### config.mk
export PLATFORM = sky130hd
export DESIGN_NAME = spi_frame_tx_flat
export DESIGN_NICKNAME = d
export VERILOG_FILES = /design/src/rtl/spi_frame_tx_if.sv /design/src/rtl/spi_frame_tx.sv /design/src/flat_wrapper.sv
export SDC_FILE = /design/constraint.sdc
export NUM_CORES = 1
export LEC_CHECK = 0
export CAP_MARGIN = 20
export CORE_MARGIN = 1
export CORE_UTILIZATION = 45
export DETAILED_ROUTE_END_ITERATION = 6
export GPL_ROUTABILITY_DRIVEN = 0
export PLACE_DENSITY = 0.72
export REMOVE_ABC_BUFFERS = 1
export SYNTH_ARGS = -nofsm -noshare
export SYNTH_HDL_FRONTEND = slang
export SYNTH_SLANG_ARGS = --single-unit
### constraint.sdc
create_clock -name clk_i -period 6.3 [get_ports clk_i]
set_input_delay 0.63 -clock clk_i [delete_from_list [all_inputs] [get_ports clk_i]]
set_output_delay 0.63 -clock clk_i [all_outputs]
set_load 0.02 [all_outputs]
### src/rtl/spi_frame_tx_if.sv
// Handshake and serial-link bundle for spi_frame_tx.
// master: upstream word source (drives data/last/ena, watches status and link).
// slave : the transmitter itself.
interface spi_frame_tx_if #(
   parameter int unsigned WordW = 16
);
   logic [WordW-1:0] data;
   logic             last;
   logic             ena;
   logic             busy;
   logic             word_done;
   logic             tx_clk;
   logic             tx_data;
   logic             tx_load;
   logic             tx_stop;

   modport master (
      output data, last, ena,
      input  busy, word_done, tx_clk, tx_data, tx_load, tx_stop
   );

   modport slave (
      input  data, last, ena,
      output busy, word_done, tx_clk, tx_data, tx_load, tx_stop
   );
endinterface

### src/rtl/spi_frame_tx.sv
// Word-oriented serial transmitter for the CLK/DATA/LOAD/STOP link.
// Each accepted word is shifted out MSB-first, one bit per 2*ClkDiv cycles
// (serial clock low for the first half, high for the second), followed by a
// LOAD bit period and, for the final word of a message, a STOP bit period.
// Optional macro SPI_FRAME_TX_PARITY_EN appends an odd-parity bit period
// after the LSB, before LOAD.
module spi_frame_tx #(
   parameter int unsigned ClkDiv = 4,   // cycles per serial half-period, 1..255
   parameter int unsigned WordW  = 16
) (
   input logic           clk_i,
   input logic           rst_i,
   spi_frame_tx_if.slave bus
);

`ifdef SPI_FRAME_TX_PARITY_EN
   // Parity travels as an extra LSB of the shift register.
   localparam int unsigned NBits = WordW + 1;
`else
   localparam int unsigned NBits = WordW;
`endif
   localparam int unsigned        BitCntW  = $clog2(WordW + 1);
   localparam logic [7:0]         HalfLast = 8'(ClkDiv - 1);
   localparam logic [BitCntW-1:0] BitLast  = BitCntW'(NBits - 1);

   typedef enum logic [1:0] {StIdle, StShift, StLoad, StStop} state_e;

   state_e             state_q;
   logic [NBits-1:0]   shreg_q;
   logic               last_q;
   logic [7:0]         hcnt_q;
   logic               high_q;      // currently in the high half of the bit period
   logic [BitCntW-1:0] bit_cnt_q;

   logic busy_q;
   logic word_done_q;
   logic tx_clk_q;
   logic tx_data_q;
   logic tx_load_q;
   logic tx_stop_q;

   logic [NBits-1:0] capture;
   logic             half_end;
   logic             period_end;

`ifdef SPI_FRAME_TX_PARITY_EN
   assign capture = {bus.data, ~^bus.data};
`else
   assign capture = bus.data;
`endif

   assign half_end   = (hcnt_q == HalfLast);
   assign period_end = half_end & high_q;

   // Frame sequencer: half-period timing, shifting and all registered link outputs.
   always_ff @(posedge clk_i) begin
      if (rst_i) begin
         state_q     <= StIdle;
         shreg_q     <= '0;
         last_q      <= 1'b0;
         hcnt_q      <= '0;
         high_q      <= 1'b0;
         bit_cnt_q   <= '0;
         busy_q      <= 1'b0;
         word_done_q <= 1'b0;
         tx_clk_q    <= 1'b0;
         tx_data_q   <= 1'b0;
         tx_load_q   <= 1'b0;
         tx_stop_q   <= 1'b0;
      end else begin
         word_done_q <= 1'b0;

         // Serial clock runs only while a frame is in flight, so it idles low.
         if (state_q != StIdle) begin
            if (half_end) begin
               hcnt_q   <= '0;
               high_q   <= ~high_q;
               tx_clk_q <= ~high_q;
            end else begin
               hcnt_q <= hcnt_q + 8'd1;
            end
         end

         unique case (state_q)
            StIdle: begin
               if (bus.ena) begin
                  shreg_q   <= capture;
                  last_q    <= bus.last;
                  state_q   <= StShift;
                  busy_q    <= 1'b1;
                  tx_data_q <= capture[NBits-1];
                  tx_clk_q  <= 1'b0;
                  hcnt_q    <= '0;
                  high_q    <= 1'b0;
                  bit_cnt_q <= '0;
               end
            end

            StShift: begin
               if (period_end) begin
                  shreg_q   <= shreg_q << 1;
                  bit_cnt_q <= bit_cnt_q + BitCntW'(1);
                  if (bit_cnt_q == BitLast) begin
                     state_q   <= StLoad;
                     tx_data_q <= 1'b0;
                     tx_load_q <= 1'b1;
                  end else begin
                     tx_data_q <= shreg_q[NBits-2];
                  end
               end
            end

            StLoad: begin
               if (period_end) begin
                  tx_load_q <= 1'b0;
                  if (last_q) begin
                     state_q   <= StStop;
                     tx_stop_q <= 1'b1;
                  end else begin
                     state_q     <= StIdle;
                     busy_q      <= 1'b0;
                     word_done_q <= 1'b1;
                  end
               end
            end

            StStop: begin
               if (period_end) begin
                  tx_stop_q   <= 1'b0;
                  state_q     <= StIdle;
                  busy_q      <= 1'b0;
                  word_done_q <= 1'b1;
               end
            end

            default: state_q <= StIdle;
         endcase
      end
   end

   assign bus.busy      = busy_q;
   assign bus.word_done = word_done_q;
   assign bus.tx_clk    = tx_clk_q;
   assign bus.tx_data   = tx_data_q;
   assign bus.tx_load   = tx_load_q;
   assign bus.tx_stop   = tx_stop_q;

   // Markers never overlap, and a completed word always leaves the link free.
   a_markers_exclusive : assert property (@(posedge clk_i) disable iff (rst_i)
      !(tx_load_q && tx_stop_q));
   a_done_not_busy : assert property (@(posedge clk_i) disable iff (rst_i)
      word_done_q |-> !busy_q);

endmodule

### src/flat_wrapper.sv
// flat-port wrapper written by rule: the top's interface ports become plain ports
module spi_frame_tx_flat 
#(
   parameter int unsigned ClkDiv = 4,                                           
   parameter int unsigned WordW  = 16
)
  (clk_i, rst_i, bus_data, bus_last, bus_ena, bus_busy, bus_word_done, bus_tx_clk, bus_tx_data, bus_tx_load, bus_tx_stop);
  spi_frame_tx_if #(.WordW(WordW)) bus_i ();
  input logic clk_i;
  input logic rst_i;
  input wire logic [$bits(bus_i.data)-1:0] bus_data;
  input wire logic [$bits(bus_i.last)-1:0] bus_last;
  input wire logic [$bits(bus_i.ena)-1:0] bus_ena;
  output wire logic [$bits(bus_i.busy)-1:0] bus_busy;
  output wire logic [$bits(bus_i.word_done)-1:0] bus_word_done;
  output wire logic [$bits(bus_i.tx_clk)-1:0] bus_tx_clk;
  output wire logic [$bits(bus_i.tx_data)-1:0] bus_tx_data;
  output wire logic [$bits(bus_i.tx_load)-1:0] bus_tx_load;
  output wire logic [$bits(bus_i.tx_stop)-1:0] bus_tx_stop;
  assign bus_i.data = bus_data;
  assign bus_i.last = bus_last;
  assign bus_i.ena = bus_ena;
  assign bus_busy = bus_i.busy;
  assign bus_word_done = bus_i.word_done;
  assign bus_tx_clk = bus_i.tx_clk;
  assign bus_tx_data = bus_i.tx_data;
  assign bus_tx_load = bus_i.tx_load;
  assign bus_tx_stop = bus_i.tx_stop;
  spi_frame_tx #(.ClkDiv(ClkDiv), .WordW(WordW)) u_core (.clk_i(clk_i), .rst_i(rst_i), .bus(bus_i));
endmodule
# == After elaboration in Yosys (flattened, before gate mapping) ==
# Cells that the tools add are included.
# Widths: inputs -> output; s select.
# word_totals
rom_bits,0
inputBits,20
latchBits,0
ram_bits,0
reg_bits,38
mem_count,0
out_inout_bits,6
wordCells,84
# classes
muxes,44
shift,0
n_reduce_logical,12
eq_ne,12
div,0
add_sub_neg,2
magnitude_cmp,0
bitwise,2
multipliers,0
# op_table
cell,count
$mux 8,4
$mux 15,2
$pmux 15 s2,1
$mux 1,22
$mux 2,6
$mux 5,2
$ne 2x1->1 const B,5
$pmux 5 s2,1
$reduce_and 5->1,2
$add 8x1->8 const B,1
$eq 8x2->1 const B,1
$pmux 1 s2,4
$pmux 2 s4,1
$reduce_and 4->1,2
$reduce_bool 2->1,4
$add 5x1->5 const B,1
$eq 5x4->1 const B,1
$eq 2x2->1 const B,2
$ne 2x2->1 const B,2
$pmux 1 s3,1
$reduce_and 3->1,1
$reduce_bool 3->1,1
$eq 2x1->1 const B,1
$logic_not 2->1,1
other kinds (3),3

# == Logic depth before layout (Yosys ltp) ==
# Gate-level depths: netlist of run 1.
# logic_depth
ltp_word,5
depth_mapped,8
mapped_depth_nobuf,7

# == Worst setup path after synthesis of run 1 ==
# Ideal clock, no wire load.
# synth_path
path_type,flip-flop to flip-flop
startpoint,reg u_core.hcnt_q[0]
endpoint,reg u_core.shreg_q[4]
setup_time_ns,0.091
n_path_buf,1
synth_period_minus_slack_ns,2.073
path_stages_with_launch,9
path_slack_ns,4.227
required_time_ns,6.209
t_arrival_ns,1.982
cell_sequence,dfxtp_1 > ha_1 > nor4b_2 > and2_1 > ha_1 > mux2_2 > clkbuf_1 > a21oi_1 > a311oi_1
# synth_via
elab_chain_len,4
# synth_lines
item,line,text
from (decl),spi_frame_tx.sv:31,logic [7:0] hcnt_q;
from (signal assigned),spi_frame_tx.sv:80,hcnt_q <= hcnt_q + 8'd1;
$eq 8x2->1,spi_frame_tx.sv:52,assign half_end = (hcnt_q == HalfLast);
$and 1x1->1,spi_frame_tx.sv:53,assign period_end = half_end & high_q;
$ne 2x1->1 (no line),--,
$reduce_and 3->1 (no line),--,
to (signal assigned),spi_frame_tx.sv:87,shreg_q <= capture;
to (signal assigned),spi_frame_tx.sv:101,shreg_q <= shreg_q << 1;
to (decl),spi_frame_tx.sv:29,logic [NBits-1:0] shreg_q;
# No other way between the ends.
# A chain may end at the register's enable or synchronous reset.

# == Final worst setup path of run 1 ==
# layout_path
startpoint,reg u_core.hcnt_q[0]
endpoint,reg u_core.shreg_q[7]
# Same word-level chain as after synthesis.

==> impl_metrics.tcl, run 1 <==
set metrics [dict create \
    vias 1586 \
    viasPerCell 5.87 \
    vdd_drop_max_mv 0.141 \
    timing.final.crit_share_pct 44.3 \
    critPathLaunchType "flop" \
    critical_path_peak_fanout 29 \
    clock_skew_ns 0.00177 \
    post-route-util_pct 55.0 \
    r2r-start "u_core.hcnt_q[0]" \
    synthArstFlopShare_pct 0 \
    ys.flop_type "dfxtp_1" \
    initialDrtViolationCount 94 \
    grt_start_max_net_pins 32 \
    first_pass_iters 4 \
    ctsHoldBuffers 0 \
    post_cts_buffers 0 \
    die_h_um 66.4 \
    min_period_ns 2.79 \
    min_path_type "flop to flop" \
    antenna_found_initial 0 \
    synth_xor_area_share_pct 0.940 \
    dp_hpwl_um 2480 \
    clock_sinks 38 \
    max_freq_mhz 359 \
    status "finished clean" \
    yosys.area_share.simple_pct 15.9 \
    cts_buffers 5 \
    timing_hold_violations_final 0 \
    nNetsFinal 243 \
    critPathRequiredTime_ns 6.50 \
    grt_pass1_wl_um 6420 \
    maxCapViolCount 0 \
    final_common_cell "dfxtp_1" \
    routed_wl_um 3940 \
    cts_tree "yes" \
    postRouteAntennaNets 0 \
    yosys.area_share.adder_pct 2.68 \
    cp-startpoint "u_core.hcnt_q[0]" \
    yosysUniqueCellTypes 43 \
    cts-root-buf "clkbuf_8" \
    drc_errors 0 \
    rows 23 \
    postSynthCellCount 203 \
    htree_num_levels 2 \
    cp-end-kind "flop" \
    insertedDiodeCount 0 \
    mostFrequentLayoutCells "dfxtp_1, a21oi_1, clkdlybuf4s50_1" \
    crit_arrival_ns 2.98 \
    synth_compound_area_share_pct 25.0 \
    grt_remaining_overflow 0 \
    grt_pass1_vias 1381 \
    coreArea_um2 4000 \
    setup_viol 0 \
    port_buffers 25 \
    drv_slew 0 \
    start_util_pct 46.6 \
    seq_area_frac_synth_pct 40.8 \
    slew_headroom_pct 41.3 \
    path_clk_slew_ns 0.07 \
    post_drt_wl_per_cell_um 14.6 \
    ys.warnings.count 0 \
    p_total_w 0.000514 \
    cts.repair.resized 0 \
    grt_setup_unrepaired "false" \
    syn-cell-area_um2 1860 \
    whs_ns 0.477 \
    synth_top_family_by_area "compound AO/OA/AOI/OAI gates" \
    ys_ff_latch 38 \
    hold_start "u_core.bus.tx_load" \
    dieArea_um2 4400 \
    die_w_um 66.4 \
    p_leak_nw 0.804 \
    finalSetupTns_ns 0 \
    syn_to_final_growth_pct 18.1 \
    critPathKind "flop to flop" \
    track_usage_pct 19.1 \
    muxShareOfSynthArea_pct 8.86 \
    cts_max_path_buffers 2 \
    ioPinCount 26 \
    worst_pin_slew_ns 0.880 \
    clock_latency_ns 0.29 \
    layout-drive-gt1-share_pct 6.36 \
    synth_edf_count 0 \
    syn_area_per_cell_um2 9.18 \
    power.density_nw_per_um2 234 \
]
[state kept, by name, indices dropped and copies added, names as in the netlist]
name / flops
u_core.bit_cnt_q: 5
u_core.bus.busy: 1
u_core.bus.tx_clk: 1
u_core.bus.tx_data: 1
u_core.bus.tx_load: 1
u_core.bus.tx_stop: 1
u_core.bus.word_done: 1
u_core.hcnt_q: 8
u_core.high_q: 1
u_core.last_q: 1
u_core.shreg_q: 15
u_core.state_q: 2
[final timing paths]
kind,end,slack [ns],cells after the start
worst min register to register,u_core.bus.tx_load,0.48,2
worst max register to register,u_core.shreg_q[7],3.51,7
worst min-delay path,u_core.bus.tx_load,0.48,2
worst max-delay path,u_core.shreg_q[7],3.51,7
[where the power goes]
| part | switching (W) | internal (W) | leakage, nW |
|---|---|---|---|
| clock | 0.0000854 | 0.000111 | 0.0575 |
| combinational | 0.0000278 | 0.0000309 | 0.436 |
| sequential | 0.00000879 | 0.000251 | 0.310 |
| total | 0.000122 | 0.000392 | 0.804 |
[cell type report]
cell class | instances | area (um^2)
Clock buffer | 8 | 110
Sequential cell | 38 | 761
Timing Repair Buffer | 26 | 258
Multi-Input combinational cell | 144 | 995
Fill cell | 383 | 1800
Tap cell | 50 | 62.6
Inverter | 4 | 15.0
[critical path, stage by stage (launching register included)]
cell	delay [ns]
dfxtp_1	0.42
ha_1	0.26
nor4b_2	0.37
and2_1	0.21
ha_1	0.39
mux2_2	0.59
a21oi_1	0.15
a311oi_1	0.29
[cells by family (layout without fill, tap and decap cells)]
group | count (synthesis) | after routing
AO/OA/AOI/OAI | 72 | 72
AND/OR/NAND/NOR | 50 | 50
flip-flops | 38 | 38
buffers and inverters | 21 | 38
multiplexers | 16 | 16
adder cells (fa/ha/maj) | 4 | 4
XOR/XNOR | 2 | 2
[synth_stat cells (2+ instances only)]
| cell | count | area share (%) |
|---|---|---|
| or4_1 | 4 | 1.6 |
| and3b_1 | 2 | 0.94 |
| a21oi_1 | 31 | 8.3 |
| a311oi_1 | 17 | 8.0 |
| buf_1 | 2 | 0.40 |
| nand3_1 | 5 | 1.3 |
| inv_1 | 4 | 0.81 |
| nor3_1 | 3 | 0.81 |
| o2111ai_1 | 2 | 0.94 |
| a31oi_1 | 3 | 1.0 |
| o21ai_0 | 11 | 3.0 |
| mux2i_1 | 14 | 7.5 |
| o31ai_1 | 2 | 0.81 |
| clkbuf_1 | 8 | 1.6 |
| dfxtp_1 | 38 | 41 |
| or3_1 | 2 | 0.67 |
| and2_1 | 2 | 0.67 |
| xor2_1 | 2 | 0.94 |
| a211o_1 | 2 | 0.94 |
| ha_1 | 4 | 2.7 |
| buf_2 | 3 | 0.81 |
| nor2_1 | 5 | 1.0 |
| nand2_1 | 11 | 2.2 |
| nor2b_1 | 3 | 1.0 |
| buf_6 | 3 | 1.8 |
| nand3b_1 | 3 | 1.2 |
[stage by stage]
stage          instance area (um^2)  setup WS, ns  cells
6_report                       2200          3.51    270
2_1_floorplan                  1770          4.02    186
3_5_place_dp                   2090          3.58    262
3_3_place_gp                   2090          3.70    262
5_1_grt                        2200          3.21    270
4_1_cts                        2200          3.53    270
[per-layer routing]
metal | wire [um] | vias to the layer above | global-route usage, %
li1 | - | 804 | -
met1 | 1900 | 750 | 26.6
met2 | 1880 | 27 | 27.9
met3 | 113 | 5 | 4.31
met4 | 57 | 0 | 8.51
met5 | 0 | - | 0
Power figures use the tool's default switching activity.
==> inputs of run 2 (changes only) <==
Clock period 6.3 ns to 2.6 ns, I/O delays scaled along.
==> impl_metrics.tcl, run 2 (synthesis gave the netlist of run 1 again) <==
set metrics [dict create \
    crit_arrival_ns 2.49 \
    grt_start_max_net_pins 29 \
    final_common_cell "dfxtp_1" \
    coreArea_um2 4000 \
    cp-startpoint "u_core.hcnt_q[0]" \
    min_period_ns 2.29 \
    drc_errors 0 \
    syn_to_final_growth_pct 20.7 \
    dieArea_um2 4400 \
    largestRegisters "u_core.shreg_q x15, u_core.hcnt_q x8, u_core.bit_cnt_q x5" \
    max_freq_mhz 436 \
    start_util_pct 46.6 \
    reg2regPathDepth 7 \
    postRouteAntennaNets 0 \
    grt_pass1_wl_um 6400 \
    post_drt_wl_per_cell_um 14.0 \
    crit_path_end "u_core.shreg_q[4]" \
    rows 23 \
    viasPerCell 5.76 \
    finalSetupTns_ns 0 \
    critPathRequiredTime_ns 2.80 \
    nNetsFinal 252 \
    r2r-start "u_core.hcnt_q[0]" \
    path_clk_slew_ns 0.07 \
    post_cts_buffers 0 \
    largest_register_ffs 15 \
    grt_setup_unrepaired "false" \
    cts-root-buf "clkbuf_8" \
    reg2reg_slack_ns 0.31 \
    grt_remaining_overflow 0 \
    antenna_found_initial 0 \
    drv_slew 0 \
    dp_hpwl_um 2610 \
    die_w_um 66.4 \
    track_usage_pct 19.1 \
    nFillCells 371 \
    mostFrequentLayoutCells "dfxtp_1, a21oi_1, clkdlybuf4s50_1" \
    status "finished clean" \
    clock_sinks 38 \
    timing_hold_violations_final 0 \
    clock_latency_ns 0.29 \
    critPathLaunchType "flop" \
    routed_wl_um 3900 \
    ioPinCount 26 \
    largest_register "u_core.shreg_q" \
    initialDrtViolationCount 117 \
    critPathKind "flop to flop" \
    p_leak_nw 0.839 \
    ctsHoldBuffers 0 \
    rr_endpoint "u_core.shreg_q[4]" \
    vias 1606 \
    cp-end-kind "flop" \
    layout-drive-gt1-share_pct 9.61 \
    timing.final.crit_share_pct 88.2 \
    cts_buffers 5 \
    min_path_type "flop to flop" \
    cts.repair.resized 0 \
    grt_pass1_vias 1378 \
    whs_ns 0.473 \
    clock_skew_ns 0.00878 \
    cts_max_path_buffers 2 \
    insertedDiodeCount 0 \
    port_buffers 25 \
    die_h_um 66.4 \
    hold_start "u_core.shreg_q[0]" \
    vdd_drop_max_mv 0.370 \
    first_pass_iters 4 \
    htree_num_levels 2 \
    maxCapViolCount 0 \
    worst_pin_slew_ns 0.812 \
    slew_headroom_pct 45.9 \
    power.density_nw_per_um2 532 \
    setup_viol 0 \
    critical_path_peak_fanout 28 \
    cts_tree "yes" \
]
==> run 2: report_power, final <==
| group | total, W | internal [W] | switching [W] | leakage (nW) |
|---|---|---|---|---|
| clock network | 0.000422 | 0.000214 | 0.000208 | 0.0482 |
| logic | 0.000151 | 0.0000787 | 0.0000722 | 0.480 |
| registers | 0.000624 | 0.000608 | 0.0000157 | 0.310 |
| total | 0.00120 | 0.000901 | 0.000296 | 0.839 |
==> run 2: how the worst min path moves through the flow <==
stage / to / depth (start not counted)
final: u_core.shreg_q[0] / 2
after global placement: u_core.bit_cnt_q[3] / 2
after detailed placement: u_core.bus.tx_load / 2
after floorplan: u_core.bit_cnt_q[0] / 1
after CTS: u_core.shreg_q[0] / 2
after global routing: u_core.bus.tx_load / 2
==> run 2: worst max-delay path: stages, from the launching register on <==
cell	delay, ns
dfxtp_1	0.40
ha_1	0.25
nor4b_2	0.25
and2_1	0.18
ha_1	0.22
mux2_2	0.51
a21oi_1	0.13
a311oi_1	0.26
==> run 2: through the flow <==
| stage | total power [W] | cell area, um^2 | util (%) | worst slack [ns] | instances |
|---|---|---|---|---|---|
| floorplan | 0.000719 | 1770 | - | 0.319 | 186 |
| global placement | 0.000786 | 2160 | 54.0 | 0.403 | 271 |
| detailed placement | 0.000788 | 2160 | 54.0 | 0.338 | 271 |
| CTS | 0.00120 | 2250 | 56.2 | 0.309 | 279 |
| global route | 0.00125 | 2250 | 56.2 | 0.0982 | 279 |
| finish | 0.00120 | 2250 | 56.2 | 0.306 | 279 |
==> run 2: metal layers <==
| layer | global-route usage, % | share of wire [%] | up-vias |
|---|---|---|---|
| li1 | - | - | 822 |
| met1 | 26.3 | 50 | 760 |
| met2 | 29.0 | 47 | 17 |
| met3 | 3.62 | 1.9 | 7 |
| met4 | 7.98 | 1.7 | 0 |
| met5 | 0 | 0 | - |
==> run 2: final cells by class <==
type,count,area (um^2),area share [%]
sequential,38,761,33.8
timing repair buffer,35,325,14.5
inverter,4,15.0,0.667
tap,50,62.6,2.78
clock inverter,1,5.00,0.222
multi-input combinational,144,995,44.2
clock buffer,7,86.3,3.84
